### src/rtl/core_types_pkg.sv
// Shared core types: ASID width, mdpt update FIFO sizing and the update record
// carried from the dependence-training sources to the mdpt.
package core_types_pkg;

   localparam int ASID_WIDTH          = 9;
   localparam int MDPT_UPD_FIFO_DEPTH = 4;

   typedef struct packed {
      logic [31:0]           full_PC;
      logic [ASID_WIDTH-1:0] ASID;
      logic                  dep_truth;
   } mdpt_update_t;

endpackage

### src/rtl/mdpt_update_arbiter.sv
// Arbitrates violation (req0) and commit-training (req1) reports into a small
// FIFO that drains one update per cycle into the mdpt Dep Update 0 port.
module mdpt_update_arbiter
   import core_types_pkg::*;
(
   input  logic                  CLK,
   input  logic                  nRST,
   input  logic                  req0_valid,
   input  logic [31:0]           req0_full_PC,
   input  logic [ASID_WIDTH-1:0] req0_ASID,
   output logic                  req0_ready,
   input  logic                  req1_valid,
   input  logic [31:0]           req1_full_PC,
   input  logic [ASID_WIDTH-1:0] req1_ASID,
   input  logic                  req1_dep_truth,
   output logic                  req1_ready,
   input  logic                  flush,
   output logic                  dep_update0_valid,
   output logic [31:0]           dep_update0_start_full_PC,
   output logic [ASID_WIDTH-1:0] dep_update0_ASID,
   output logic                  dep_update0_dep_truth
);

   localparam int DEPTH = MDPT_UPD_FIFO_DEPTH;
   localparam int PTR_W = $clog2(DEPTH);

   mdpt_update_t     fifo_q [DEPTH];
   mdpt_update_t     fifo_d [DEPTH];
   logic [PTR_W-1:0] head_q, head_d, tail_q, tail_d;
   logic [PTR_W:0]   count_q, count_d;
   logic             rr_q, rr_d;

   logic             pop;
   logic [PTR_W:0]   free;
   logic             acc0, acc1;
   mdpt_update_t     head_entry;

   assign head_entry                = fifo_q[head_q];
   assign pop                       = (count_q != '0) && !flush;
   assign dep_update0_valid         = pop;
   assign dep_update0_start_full_PC = head_entry.full_PC;
   assign dep_update0_ASID          = head_entry.ASID;
   assign dep_update0_dep_truth     = head_entry.dep_truth;

   // The slot freed by this cycle's pop is available to this cycle's enqueue.
   assign free = (PTR_W+1)'(DEPTH) - count_q + (PTR_W+1)'(pop);

   always_comb begin
      req0_ready = 1'b0;
      req1_ready = 1'b0;
      if (!flush) begin
         if (free >= (PTR_W+1)'(2)) begin
            req0_ready = 1'b1;
            req1_ready = 1'b1;
         end else if (free == (PTR_W+1)'(1)) begin
            req0_ready = !req1_valid || !rr_q;
            req1_ready = !req0_valid || rr_q;
         end
      end
   end

   assign acc0 = req0_valid && req0_ready;
   assign acc1 = req1_valid && req1_ready;

   always_comb begin
      fifo_d  = fifo_q;
      head_d  = head_q + PTR_W'(pop);
      tail_d  = tail_q + PTR_W'(acc0) + PTR_W'(acc1);
      count_d = count_q + (PTR_W+1)'(acc0) + (PTR_W+1)'(acc1) - (PTR_W+1)'(pop);
      rr_d    = rr_q;
      if (acc0) begin
         fifo_d[tail_q] = '{full_PC: req0_full_PC, ASID: req0_ASID, dep_truth: 1'b1};
      end
      if (acc1) begin
         fifo_d[tail_q + PTR_W'(acc0)] =
            '{full_PC: req1_full_PC, ASID: req1_ASID, dep_truth: req1_dep_truth};
      end
      if (!flush && free == (PTR_W+1)'(1) && req0_valid && req1_valid) begin
         rr_d = !rr_q;
      end
      if (flush) begin
         head_d  = '0;
         tail_d  = '0;
         count_d = '0;
      end
   end

   always_ff @(posedge CLK or negedge nRST) begin
      if (!nRST) begin
         head_q  <= '0;
         tail_q  <= '0;
         count_q <= '0;
         rr_q    <= 1'b0;
         for (int i = 0; i < DEPTH; i++) begin
            fifo_q[i] <= '0;
         end
      end else begin
         head_q  <= head_d;
         tail_q  <= tail_d;
         count_q <= count_d;
         rr_q    <= rr_d;
         fifo_q  <= fifo_d;
      end
   end

endmodule
### config.mk
export PLATFORM = sky130hd
export DESIGN_NAME = mdpt_update_arbiter
export DESIGN_NICKNAME = d
export VERILOG_FILES = /design/src/rtl/core_types_pkg.sv /design/src/rtl/mdpt_update_arbiter.sv
export SDC_FILE = /design/constraint.sdc
export NUM_CORES = 1
export LEC_CHECK = 0
export CAP_MARGIN = 20
export CELL_PAD_IN_SITES_DETAIL_PLACEMENT = 1
export CELL_PAD_IN_SITES_GLOBAL_PLACEMENT = 1
export CORE_MARGIN = 2
export CORE_UTILIZATION = 43
export CTS_CLUSTER_DIAMETER = 80
export DETAILED_ROUTE_END_ITERATION = 10
export PLACE_DENSITY = 0.78
export SYNTH_ARGS = -nofsm -noshare
export SYNTH_HDL_FRONTEND = slang
export SYNTH_SLANG_ARGS = --single-unit
### constraint.sdc
create_clock -name CLK -period 3.1 [get_ports CLK]
set_input_delay 0.62 -clock CLK [delete_from_list [all_inputs] [get_ports CLK]]
set_output_delay 0.62 -clock CLK [all_outputs]
set_load 0.05 [all_outputs]
# Yosys cells after proc, flatten, opt, wreduce, memory -nomap -nowiden
# Index checks and enable logic that the tools add are counted.
[word_totals]
ff_bits = 176
output_inout_bits = 45
[classes]
add_sub_neg = 8
order_cmp = 6
eq_ne = 1
n_mux = 20
bitwise_logic = 3
n_reduce_logical = 15
[op_table]
columns = ["op", "count"]
rows = [
  ["$bwmux W168", 2],
  ["$mux W168", 2],
  ["$demux W42 S2", 2],
  ["$mux W42", 4],
  ["$bmux W42 S2", 1],
  ["$add A3 B1 Y3", 3],
  ["$ge A3 B3 Y1 const B", 3],
  ["$not A2 Y3", 3],
  ["$logic_and A1 B1 Y1", 8],
  ["$add A2 B1 Y2", 3],
  ["$lt A3 B1 Y1 const B", 2],
  ["$mux W1", 6],
  ["$logic_not A1 Y1", 4],
  ["$mux W2", 2],
  ["$eq A3 B1 Y1 const B", 1],
  ["$ge A3 B2 Y1 const B", 1],
  ["$mux W3", 1],
  ["$reduce_bool A3 Y1", 1],
  ["$sub A3 B1 Y3", 1],
  ["$sub A3 B3 Y3 const A", 1],
  ["$logic_or A1 B1 Y1", 2],
]

# Longest topological paths before layout
[depth]
depth_word = 16
ltp_mapped = 16
ltp_nobuf = 15

# Least setup slack after synthesis
# OpenSTA, ideal clock, no wires.
[synth_timing]
path_type = "input-to-reg"
startpoint = "in flush"
endpoint = "reg count_q[2]"
setup_ns = 0.131
arrival_time_ns = 3.577
path_slack_ns = -0.608
stages = 16
n_path_buf = 2
cell_sequence = "clkbuf_1 or2_2 ha_1 inv_1 ha_1 xor2_1 buf_6 nor3_1 nor2b_1 inv_1 ha_1 fa_1 fa_1 xor2_1 xnor2_1 nor2_1"
[synth_via]
elab_chain_cells = 12
[synth_lines]
columns = ["item", "line_no", "rtl"]
rows = [
  ["from (decl)", "mdpt_update_arbiter.sv:17", "input logic flush,"],
  ["parallel branches: the longest is 11 deep, another holds $add A3 B1 Y3", "-", ""],
  ["$mux W3 *", "mdpt_update_arbiter.sv:81", "if (flush) begin"],
  ["via count_d[2]", "mdpt_update_arbiter.sv:30", "logic [PTR_W:0] count_q, count_d;"],
  ["to (signal assigned)", "mdpt_update_arbiter.sv:100", "count_q <= count_d;"],
  ["to (decl)", "mdpt_update_arbiter.sv:30", ""],
]
# Mark *: on every way through the listed nets, which the timed path passes.
# A chain may end at the register's enable or synchronous reset.

# Worst setup path after layout
[layout_timing]
startpoint = "reg count_q[0]"
endpoint = "out req1_ready"
[layout_via]
elab_chain_cells = 7
[layout_lines]
columns = ["item", "line_no", "rtl"]
rows = [
  ["parallel branches: the longest is 2 deep, another holds $sub A3 B3 Y3", "-", ""],
  ["$add A3 B1 Y3 *", "mdpt_update_arbiter.sv:46", "assign free = (PTR_W+1)'(DEPTH) - count_q + (PTR_W+1)'(pop);"],
  ["parallel branches: the longest is 2 deep, another holds $ge A3 B2 Y1", "-", ""],
  ["$mux W1 *", "mdpt_update_arbiter.sv:52", "if (free >= (PTR_W+1)'(2)) begin"],
  ["$mux W1 *", "mdpt_update_arbiter.sv:51", "if (!flush) begin"],
  ["to (decl)", "mdpt_update_arbiter.sv:16", "output logic req1_ready,"],
]
# Mark *: on every way between the ends.

==> flow_summary.toml <==
[synth]
synth_area_leaders = "dfrtp_1, mux2_4, a32o_1, mux4_2, buf_6"
seq_area_frac_synth = 0.4140
yosys_register_bits = 176
syn_nets = 792
synth_edf_count = 0
synth_adder_area_share = 0.01082
synth-async-reset-ratio = 1.000
yosysWarnings = 0
synth_top_area_share = 0.4140
synth_top_family_by_area = "multiplexers"
yosys.area.top_type = "dfrtp_1"
synthMuxAreaShare = 0.3232
synthXorXnorAreaFrac = 0.006587
synth_cell_types = 32
syn_inst = 696
synth_area_sq_um = 10640
synth_compound_area_frac = 0.1727
synthSimpleGateAreaFrac = 0.01917
avgSynthCellArea_sq_um = 15.28
ys.flop_type = "dfrtp_1"

[worst_setup_path]
crit_required_ps = 2480
crit_type = "flip-flop to primary output"
cp-start-kind = "flip-flop"
arrival_ps = 2550
rr_startpoint = "count_q[0]"
cp_max_fo = 2
end_kind = "primary output"
startpoint = "count_q[0]"

[run]
drv_cap = 0

[finish]
seq_area_sq_um = 4410
diodes = 0
layout_commonest_cell = "dfrtp_1"
fin_area_sq_um = 13940
drive_gt1_frac = 0.4238
syn_to_final_growth_pct = 31.02
fillers = 2243
final_nets = 951
final_cell_mix = "dfrtp_1, a32o_1, mux2_4"
multiInputGateArea_sq_um = 5858

[clock_network]
clock-root-buffer = "clkbuf_16"
clk_latency_ps = 450
cts.sinks = 176
cts_tree = "built"
path_clk_slew_ps = 70
h-tree-depth = 4
cts_buffers = 17
cts_buffer_depth = 2

[power_and_ir_drop]
ir_drop_v = 0.0004642
powerDensity_nw_per_um2 = 1123
p_leak_uw = 0.006243

[die]
core_area_sq_um = 24320
die-area_sq_um = 26010
die_w_um = 161.3
fp-row-count = 57
fp.dieH_um = 161.3
initial_core_util = 0.4374
ios = 133

[drt]
num_vias = 8093
vias_per_cell = 6.801
drt-initial-drc-count = 894
drcViolationCount = 0
detail_route.wl_per_cell_um = 32.80
ant_nets = 0
drtPass1Iterations = 8
wl_um = 39030

[sta]
rsz0062_at_grt = "yes"
max_freq_mhz = 315.7
whs_ps = 139.1
fin_crit_ps = 3167
slew_headroom = 0.5809
tightestPinTransition_ps = 628.7
slew_violations = 0
setup_ws_ps = -67.36
fin_crit_sh = 1.022
setup_viol = 48
tns_ps = -947.2
finalClockSkew_ps = 14.06
hold_violations = 0

[min_path]
hp-class = "input port to asynchronous set/reset pin"

[placement]
detailed_place_hpwl_um = 21100
dpl_cell_area_sq_um = 12720
portBuffers = 132
gp_congestion = 0.7892

[global_route]
grt_pass1_vias = 8989
grt_usage = 0.2841
grt_pass1_wl_um = 55620
grt_antenna_before_repair = 0
grt_max_degree = 107
overflow = 0

[run_status]
violations = "negative setup slack"
status = "finished with violations"
==> critical path: stages, from the launching register on <==
cell and delay (ps):
dfrtp_2 420, nor3_2 160, or2_4 160, ha_4 120, inv_2 40, ha_4 170
xor2_4 190, buf_6 120, a211o_1 260, buf_6 130, and2_4 170, buf_12 140
==> report_power, final <==
part	internal, uW	switching [uW]	total, uW
clock network	1300	974	2270
registers	3330	753	4080
logic	4730	4560	9300
total	9360	6290	15600
==> Yosys cell counts (5+ instances only) <==
cell type and number:
a32o_1 164, buf_2 26, buf_6 21, buf_4 13, nand2b_1 5, mux2_2 8
mux2_4 160, xnor2_1 5, dfrtp_1 176, inv_1 8, clkbuf_1 20, mux4_2 42
ha_1 6, nor2b_1 6, nor2_1 8
==> registers in the layout, summed over array words and instances (netlist names) <==
name     cells
head_q       2
tail_q       2
rr_q         1
fifo_q     168
count_q      3
==> layout make-up <==
class,count,area share
clock buffers,20,0.03277
well taps,324,0.02909
clock inverters,10,0.009696
multi-input cells,432,0.4203
inverters,8,0.002155
repair buffers,220,0.1895
flip-flops and latches,176,0.3165
==> cell families (layout without fill, tap and decap cells) <==
| logic type | Yosys count | count (layout) |
|---|---|---|
| multiplexers | 210 | 210 |
| flip-flops | 176 | 176 |
| AO/OA/AOI/OAI | 174 | 174 |
| buffers and inverters | 88 | 258 |
| AND/OR/NAND/NOR | 32 | 32 |
| adder cells (fa/ha/maj) | 8 | 8 |
| XOR/XNOR | 8 | 8 |
==> routing by layer <==
metal  vias to the layer above  GRT usage  share of wire
met2                       429     0.4924           0.51
met5                         -          0              0
met3                       108    0.05650          0.054
met4                         0     0.1254          0.038
met1                      4368     0.3446           0.39
li1                       3188          -              -
==> repair_timing <==
item | 4_1_cts | 5_1_grt
endpoints found under the hold margin | 0 | 0
gates resized for setup | 56 | 16
setup buffers | 12 | 8
setup endpoints to repair | 203 | 170
pin swaps | 6 | 3
hold buffers | 0 | 0
cloned | 7 | 6
==> worst paths after layout <==
| kind | end | slack, ps | cells after the start |
|---|---|---|---|
| worst max-delay path | req1_ready | -70 | 11 |
| worst min-delay path | fifo_q[36] | 140 | 1 |
| worst max register to register | fifo_q[101] | -60 | 17 |
| worst min register to register | rr_q | 610 | 1 |
| max in group asynchronous | fifo_q[55] | 2170 | 2 |
| min in group CLK | rr_q | 610 | 1 |
==> through the flow <==
stage,cells,setup WS (ps),utilization,power [uW]
floorplan,696,-248.3,-,10120
global placement,1128,-460.9,0.5230,12100
detailed placement,1128,-717.7,0.5230,12570
CTS,1176,-44.55,0.5623,15110
global route,1190,-194.6,0.5731,16130
finish,1190,-67.36,0.5731,15650
No activity file was read; power rests on OpenSTA's default activity.
==> variant 1, RTL diff (same flow settings) <==
Reset style: synchronous (`nRST`), changed in one clocked block.
--- a/src/rtl/mdpt_update_arbiter.sv
+++ b/src/rtl/mdpt_update_arbiter.sv
@@ -85,7 +85,7 @@
       end
    end
 
-   always_ff @(posedge CLK or negedge nRST) begin
+   always_ff @(posedge CLK) begin
       if (!nRST) begin
          head_q  <= '0;
          tail_q  <= '0;
Behaviour: differs if nRST is asserted again (counterexample within 4 cycles, from zero or initial values and one cycle with nRST low); with nRST held inactive, the same outputs for 4 cycles.
==> variant 1 against the original RTL <==
  * Count of clock-buffer cells in the layout unchanged
  * Sequential share of layout area decreased by 2.9 points
  * Final cell count increased by 12%
  * Largest cell class unchanged
  * Synthesized area shrank 14%
  * Sequential cell count stayed put
  * Worst setup slack gained 0.074 ns
  * Clock skew shrank 0.0064 ns
  * Final area fell by 12%
  * First-iteration DRC count is 47% lower
  * Global-route usage about the same
  * Wire length fell by 19%
Power is not compared: it rests on default switching activity, and its combinational part moved more than twofold at a synthesized area within 25%.
==> variant 1: results (changes against the original RTL) <==
<table>
<tr><th>Metric</th><th>Value</th></tr>
<tr><th colspan="2">Placement</th></tr>
<tr><td>Pre-CTS setup slack</td><td>-0.707 ns (+0.0110 ns)</td></tr>
<tr><td>Half-perimeter wire length after placement</td><td>19.8 mm (-6.4%)</td></tr>
<tr><td>RD Place Congestion</td><td>0.792 (+0.38%)</td></tr>
<tr><th colspan="2">Synthesis</th></tr>
<tr><td>Fraction of synthesized cell area taken by the top area cell type</td><td>38.5% (-2.9 points)</td></tr>
<tr><td>Sequential fraction of the synthesis area</td><td>38.5% (-2.9 points)</td></tr>
<tr><td>Leading register cell type out of synthesis</td><td>sky130_fd_sc_hd__dfxtp_1</td></tr>
<tr><td>Asr flop ratio synth</td><td>0% (-100 points)</td></tr>
<tr><td>Number of instances in the synthesized netlist</td><td>933 (+34%)</td></tr>
<tr><td>Synth cell types</td><td>34 (+6.3%)</td></tr>
<tr><td>Leading post-synthesis cells by instance count</td><td>sky130_fd_sc_hd__dfxtp_1, sky130_fd_sc_hd__o31ai_1, sky130_fd_sc_hd__a21oi_1, sky130_fd_sc_hd__mux2i_1, sky130_fd_sc_hd__nand2_1</td></tr>
<tr><th colspan="2">Worst hold path</th></tr>
<tr><td>Path class of the lowest-slack min-delay path</td><td>reg2reg</td></tr>
<tr><th colspan="2">Global route</th></tr>
<tr><td>First-pass GRT wire length</td><td>49.1 mm (-12%)</td></tr>
<tr><td>Maximum number of pins on one net before global-route repair</td><td>89 (-17%)</td></tr>
<tr><td>Met3 routing resource usage after global routing</td><td>3.54% (-2.1 points)</td></tr>
<tr><td>Vias in the first global route</td><td>8810 (-2.0%)</td></tr>
<tr><td>GRT Util Overall</td><td>28.4% (+0.034 points)</td></tr>
<tr><th colspan="2">Detailed routing</th></tr>
<tr><td>DRT iter0 DRCs</td><td>475 (-47%)</td></tr>
<tr><td>Detailed-router iteration count before antenna repair</td><td>4 (-4)</td></tr>
<tr><td>Per-cell routed wire length</td><td>23.7 µm (-28%)</td></tr>
<tr><th colspan="2">Setup path</th></tr>
<tr><td>Endpoint type of the worst setup path</td><td>flip-flop</td></tr>
<tr><td>Number of cell instances on the worst register-to-register path</td><td>16 (-1)</td></tr>
<tr><td>Crit path arrival time</td><td>3.42 ns (+0.87 ns)</td></tr>
<tr><td>CP max stage cell</td><td>sky130_fd_sc_hd__fa_2</td></tr>
<tr><th colspan="2">Timing</th></tr>
<tr><td>Worst setup margin</td><td>0.00701 ns (+0.0744 ns)</td></tr>
<tr><td>Post-route clock skew</td><td>0.00762 ns (-0.00643 ns)</td></tr>
<tr><th colspan="2">Finish</th></tr>
<tr><td>Fraction of final layout cells sized beyond drive strength 1</td><td>27.2% (-15 points)</td></tr>
<tr><td>Nets@finish</td><td>1140 (+20%)</td></tr>
<tr><th colspan="2">Status</th></tr>
<tr><td>Outcome</td><td>finished, final reports clean</td></tr>
</table>
variant 1: changes by cell type after synthesis, moves of 123 or more:
cell	before	now
sky130_fd_sc_hd__dfrtp_1	176	0
sky130_fd_sc_hd__dfxtp_1	0	176
sky130_fd_sc_hd__o31ai_1	0	165
sky130_fd_sc_hd__a32o_1	164	0
sky130_fd_sc_hd__mux2_4	160	0
sky130_fd_sc_hd__a21oi_1	0	125
sky130_fd_sc_hd__mux2i_1	0	123
variant 1: final cells by class:
cell class | count | area [µm²]
tap | 275 | 344
clock inverter | 12 | 158
fill | 2247 | 8680
clock buffer | 20 | 447
sequential | 176 | 3530
multi-input combinational | 639 | 5640
inverter | 8 | 32.5
timing repair buffer | 202 | 2120
variant 1: timing repair:
| action | in CTS | in global routing |
|---|---|---|
| buffers inserted | 1 | 0 |
| endpoints found under the setup margin | 171 | 159 |
| hold endpoints to repair | 0 | 0 |
| pin swaps | 8 | 4 |
| gates resized for setup | 13 | 58 |
variant 1: stage by stage:
stage	total power, mW	hold slack, ns	setup TNS, ns	instance area, µm²
after global placement	5.74	0.453	-72.67	11400
after floorplan	4.68	0.436	-21.22	9460
after CTS	8.12	0.474	-0.0288	12000
final	8.18	0.469	0	12300
after detailed placement	5.81	0.464	-99.20	11400
after global routing	8.52	0.480	-0.241	12300
variant 1: routing by layer:
| metal | up-vias | share of wire (%) | wire length, µm |
|---|---|---|---|
| li1 | 3781 | - | - |
| met1 | 4182 | 44 | 13800 |
| met2 | 240 | 50 | 15800 |
| met3 | 45 | 4.5 | 1400 |
| met4 | 0 | 1.5 | 488 |
| met5 | - | 0 | 0 |
variant 1: worst max-delay path, delay by kind of cell (launching register included):
family,cells,cell delay (ns)
AND/OR/NAND/NOR,5,0.72
buffers and inverters,3,0.17
adder cells (fa/ha/maj),5,1.29
XOR/XNOR,3,0.47
flip-flops,1,0.33
variant 1: cells by family (layout without fill, tap and decap cells):
| group | after synthesis | after routing | share of synthesized area, % |
|---|---|---|---|
| AND/OR/NAND/NOR | 115 | 115 | 5.52 |
| multiplexers | 165 | 165 | 23.8 |
| XOR/XNOR | 8 | 8 | 0.849 |
| buffers and inverters | 118 | 242 | 5.45 |
| AO/OA/AOI/OAI | 343 | 343 | 24.6 |
| adder cells (fa/ha/maj) | 8 | 8 | 1.26 |
| flip-flops | 176 | 176 | 38.5 |
variant 1: power groups by stage:
stage	Combinational, mW	Sequential (mW)	Clock [mW]
CTS	3.17	2.66	2.29
global route	3.44	2.69	2.38
global placement	3.05	2.70	0
finish	3.26	2.66	2.26
detailed placement	3.10	2.71	0
floorplan	2.02	2.66	0
==> variant 2, RTL diff (same flow settings) <==
Without the edit above. The package constant `MDPT_UPD_FIFO_DEPTH` goes from 4 to 2.
--- a/src/rtl/core_types_pkg.sv
+++ b/src/rtl/core_types_pkg.sv
@@ -3,7 +3,7 @@
 package core_types_pkg;
 
    localparam int ASID_WIDTH          = 9;
-   localparam int MDPT_UPD_FIFO_DEPTH = 4;
+   localparam int MDPT_UPD_FIFO_DEPTH = 2;
 
    typedef struct packed {
       logic [31:0]           full_PC;
Formal check against the unedited RTL: not equivalent (Yosys sat finds a counterexample within 4 cycles, from zero or initial values and one cycle with nRST low).
==> variant 2 against the original RTL <==
  * Sequential cell count down 87
  * Die area fell by 55%
  * Combinational power is 61% lower
  * Synthesized area decreased by 56%
  * Highest routed layer unchanged
  * Critical endpoint is now dep_update0_ASID[3]
  * Final area fell by 54%
  * Wire length decreased by 64%
  * Power down 59%
  * Register-to-register slack better by 0.96 ns
  * Worst setup slack improved by 0.29 ns
  * Synthesized cell count shrank 39%
==> variant 2: results (changes against the original RTL) <==
<table>
<tr><th>Metric</th><th>Value</th></tr>
<tr><th colspan="2">Clocking</th></tr>
<tr><td>Buffer cell driving the clock tree root</td><td>sky130_fd_sc_hd__clkbuf_8</td></tr>
<tr><td>Number of gates resized after CTS</td><td>0 (-100%)</td></tr>
<tr><td>Number of buffers added by the clock tree synthesis step</td><td>9 (-8)</td></tr>
<tr><td>Number of setup buffers added after CTS</td><td>0 (-12)</td></tr>
<tr><th colspan="2">Synthesis</th></tr>
<tr><td>Largest cells by area after synthesis</td><td>sky130_fd_sc_hd__dfrtp_1, sky130_fd_sc_hd__mux2_2, sky130_fd_sc_hd__o221a_2, sky130_fd_sc_hd__o22ai_1, sky130_fd_sc_hd__a21oi_1</td></tr>
<tr><td>Post-Synthesis Net Count</td><td>518 (-35%)</td></tr>
<tr><td>Number of instances in the synthesized netlist</td><td>428 (-39%)</td></tr>
<tr><td>Share of synthesized area spent on multiplexers</td><td>10.2% (-22 points)</td></tr>
<tr><td>Fraction of synthesized cell area in xor and xnor cells</td><td>0.941% (+0.28 points)</td></tr>
<tr><th colspan="2">Placement</th></tr>
<tr><td>RD Place Congestion</td><td>0.812 (+2.8%)</td></tr>
<tr><th colspan="2">Setup path</th></tr>
<tr><td>Worst setup path start</td><td>head_q</td></tr>
<tr><td>Number of cell instances on the worst register-to-register path</td><td>8 (-9)</td></tr>
<tr><td>CP peak stage delay</td><td>0.70 ns (+0.28 ns)</td></tr>
<tr><td>FF-to-FF Start</td><td>count_q[1]</td></tr>
<tr><th colspan="2">Detailed routing</th></tr>
<tr><td>DRT iter0 DRCs</td><td>156 (-83%)</td></tr>
<tr><td>Detailed-router iteration count before antenna repair</td><td>4 (-4)</td></tr>
<tr><td>Total wire length after detailed routing</td><td>14.1 mm (-64%)</td></tr>
<tr><td>Vias</td><td>3927 (-51%)</td></tr>
<tr><th colspan="2">Status</th></tr>
<tr><td>Outcome</td><td>finished, final reports clean</td></tr>
<tr><th colspan="2">Global route</th></tr>
<tr><td>Vias in the first global route</td><td>4553 (-49%)</td></tr>
<tr><td>GRT Util Overall</td><td>24.9% (-3.5 points)</td></tr>
<tr><td>First-pass GRT wire length</td><td>22.7 mm (-59%)</td></tr>
<tr><th colspan="2">Power and ir drop</th></tr>
<tr><td>Leakage Power</td><td>2.55 nW (-59%)</td></tr>
<tr><td>Worst vdd rail ir drop</td><td>573 µV (+23%)</td></tr>
<tr><td>Internal</td><td>3.58 mW (-62%)</td></tr>
<tr><td>Sequential group power</td><td>2.00 mW (-51%)</td></tr>
<tr><th colspan="2">Finish</th></tr>
<tr><td>Nets@finish</td><td>643 (-32%)</td></tr>
<tr><td>Largest registers</td><td>fifo_q: 84 flops, count_q: 2 flops</td></tr>
<tr><td>Filler Cells Inserted</td><td>1123 (-50%)</td></tr>
</table>
variant 2: cell count changes in the layout (fill, tap and decap cells not counted), moves of 35 or more:
cell / change
sky130_fd_sc_hd__a32o_1: -164
sky130_fd_sc_hd__mux2_4: -160
sky130_fd_sc_hd__dfrtp_1: -85
sky130_fd_sc_hd__a21oi_1: +45
sky130_fd_sc_hd__mux4_2: -42
sky130_fd_sc_hd__o22ai_1: +41
sky130_fd_sc_hd__inv_1: +39
sky130_fd_sc_hd__clkdlybuf4s50_1: +36
sky130_fd_sc_hd__or2_2: +35
variant 2: cells by family after synthesis:
| group | after synthesis |
|---|---|
| compound gates | 146 |
| flops | 89 |
| buf+inv | 80 |
| simple gates | 64 |
| mux | 42 |
| xor+xnor | 5 |
| fa+ha+maj | 2 |
variant 2: worst min-delay path by stage:
stage	start	to	slack [ns]	depth (start not counted)
after global placement	fifo_q[42]	fifo_q[42]	0.48	1
after floorplan	nRST	count_q[0]	0.32	0
after CTS	nRST	fifo_q[10]	0.19	1
final	nRST	fifo_q[10]	0.19	1
after global routing	nRST	fifo_q[10]	0.20	1
after detailed placement	fifo_q[0]	fifo_q[0]	0.51	1
variant 2: metal layers:
| layer | track usage [%] | vias to the layer above | share of wire [%] | wire length, µm |
|---|---|---|---|---|
| met3 | 5.30 | 15 | 5.3 | 752 |
| met2 | 43.6 | 127 | 49 | 6930 |
| met4 | 7.14 | 0 | 1.4 | 201 |
| met5 | 0 | - | 0 | 0 |
| met1 | 31.1 | 1991 | 44 | 6230 |
| li1 | - | 1794 | - | - |
variant 2: area by class of cell:
type,count,share of cell area [%]
timing repair buffer,148,23.9
sequential,89,35.0
multi-input combinational,259,32.7
tap,136,2.67
clock buffer,11,2.38
inverter,46,2.71
clock inverter,5,0.629
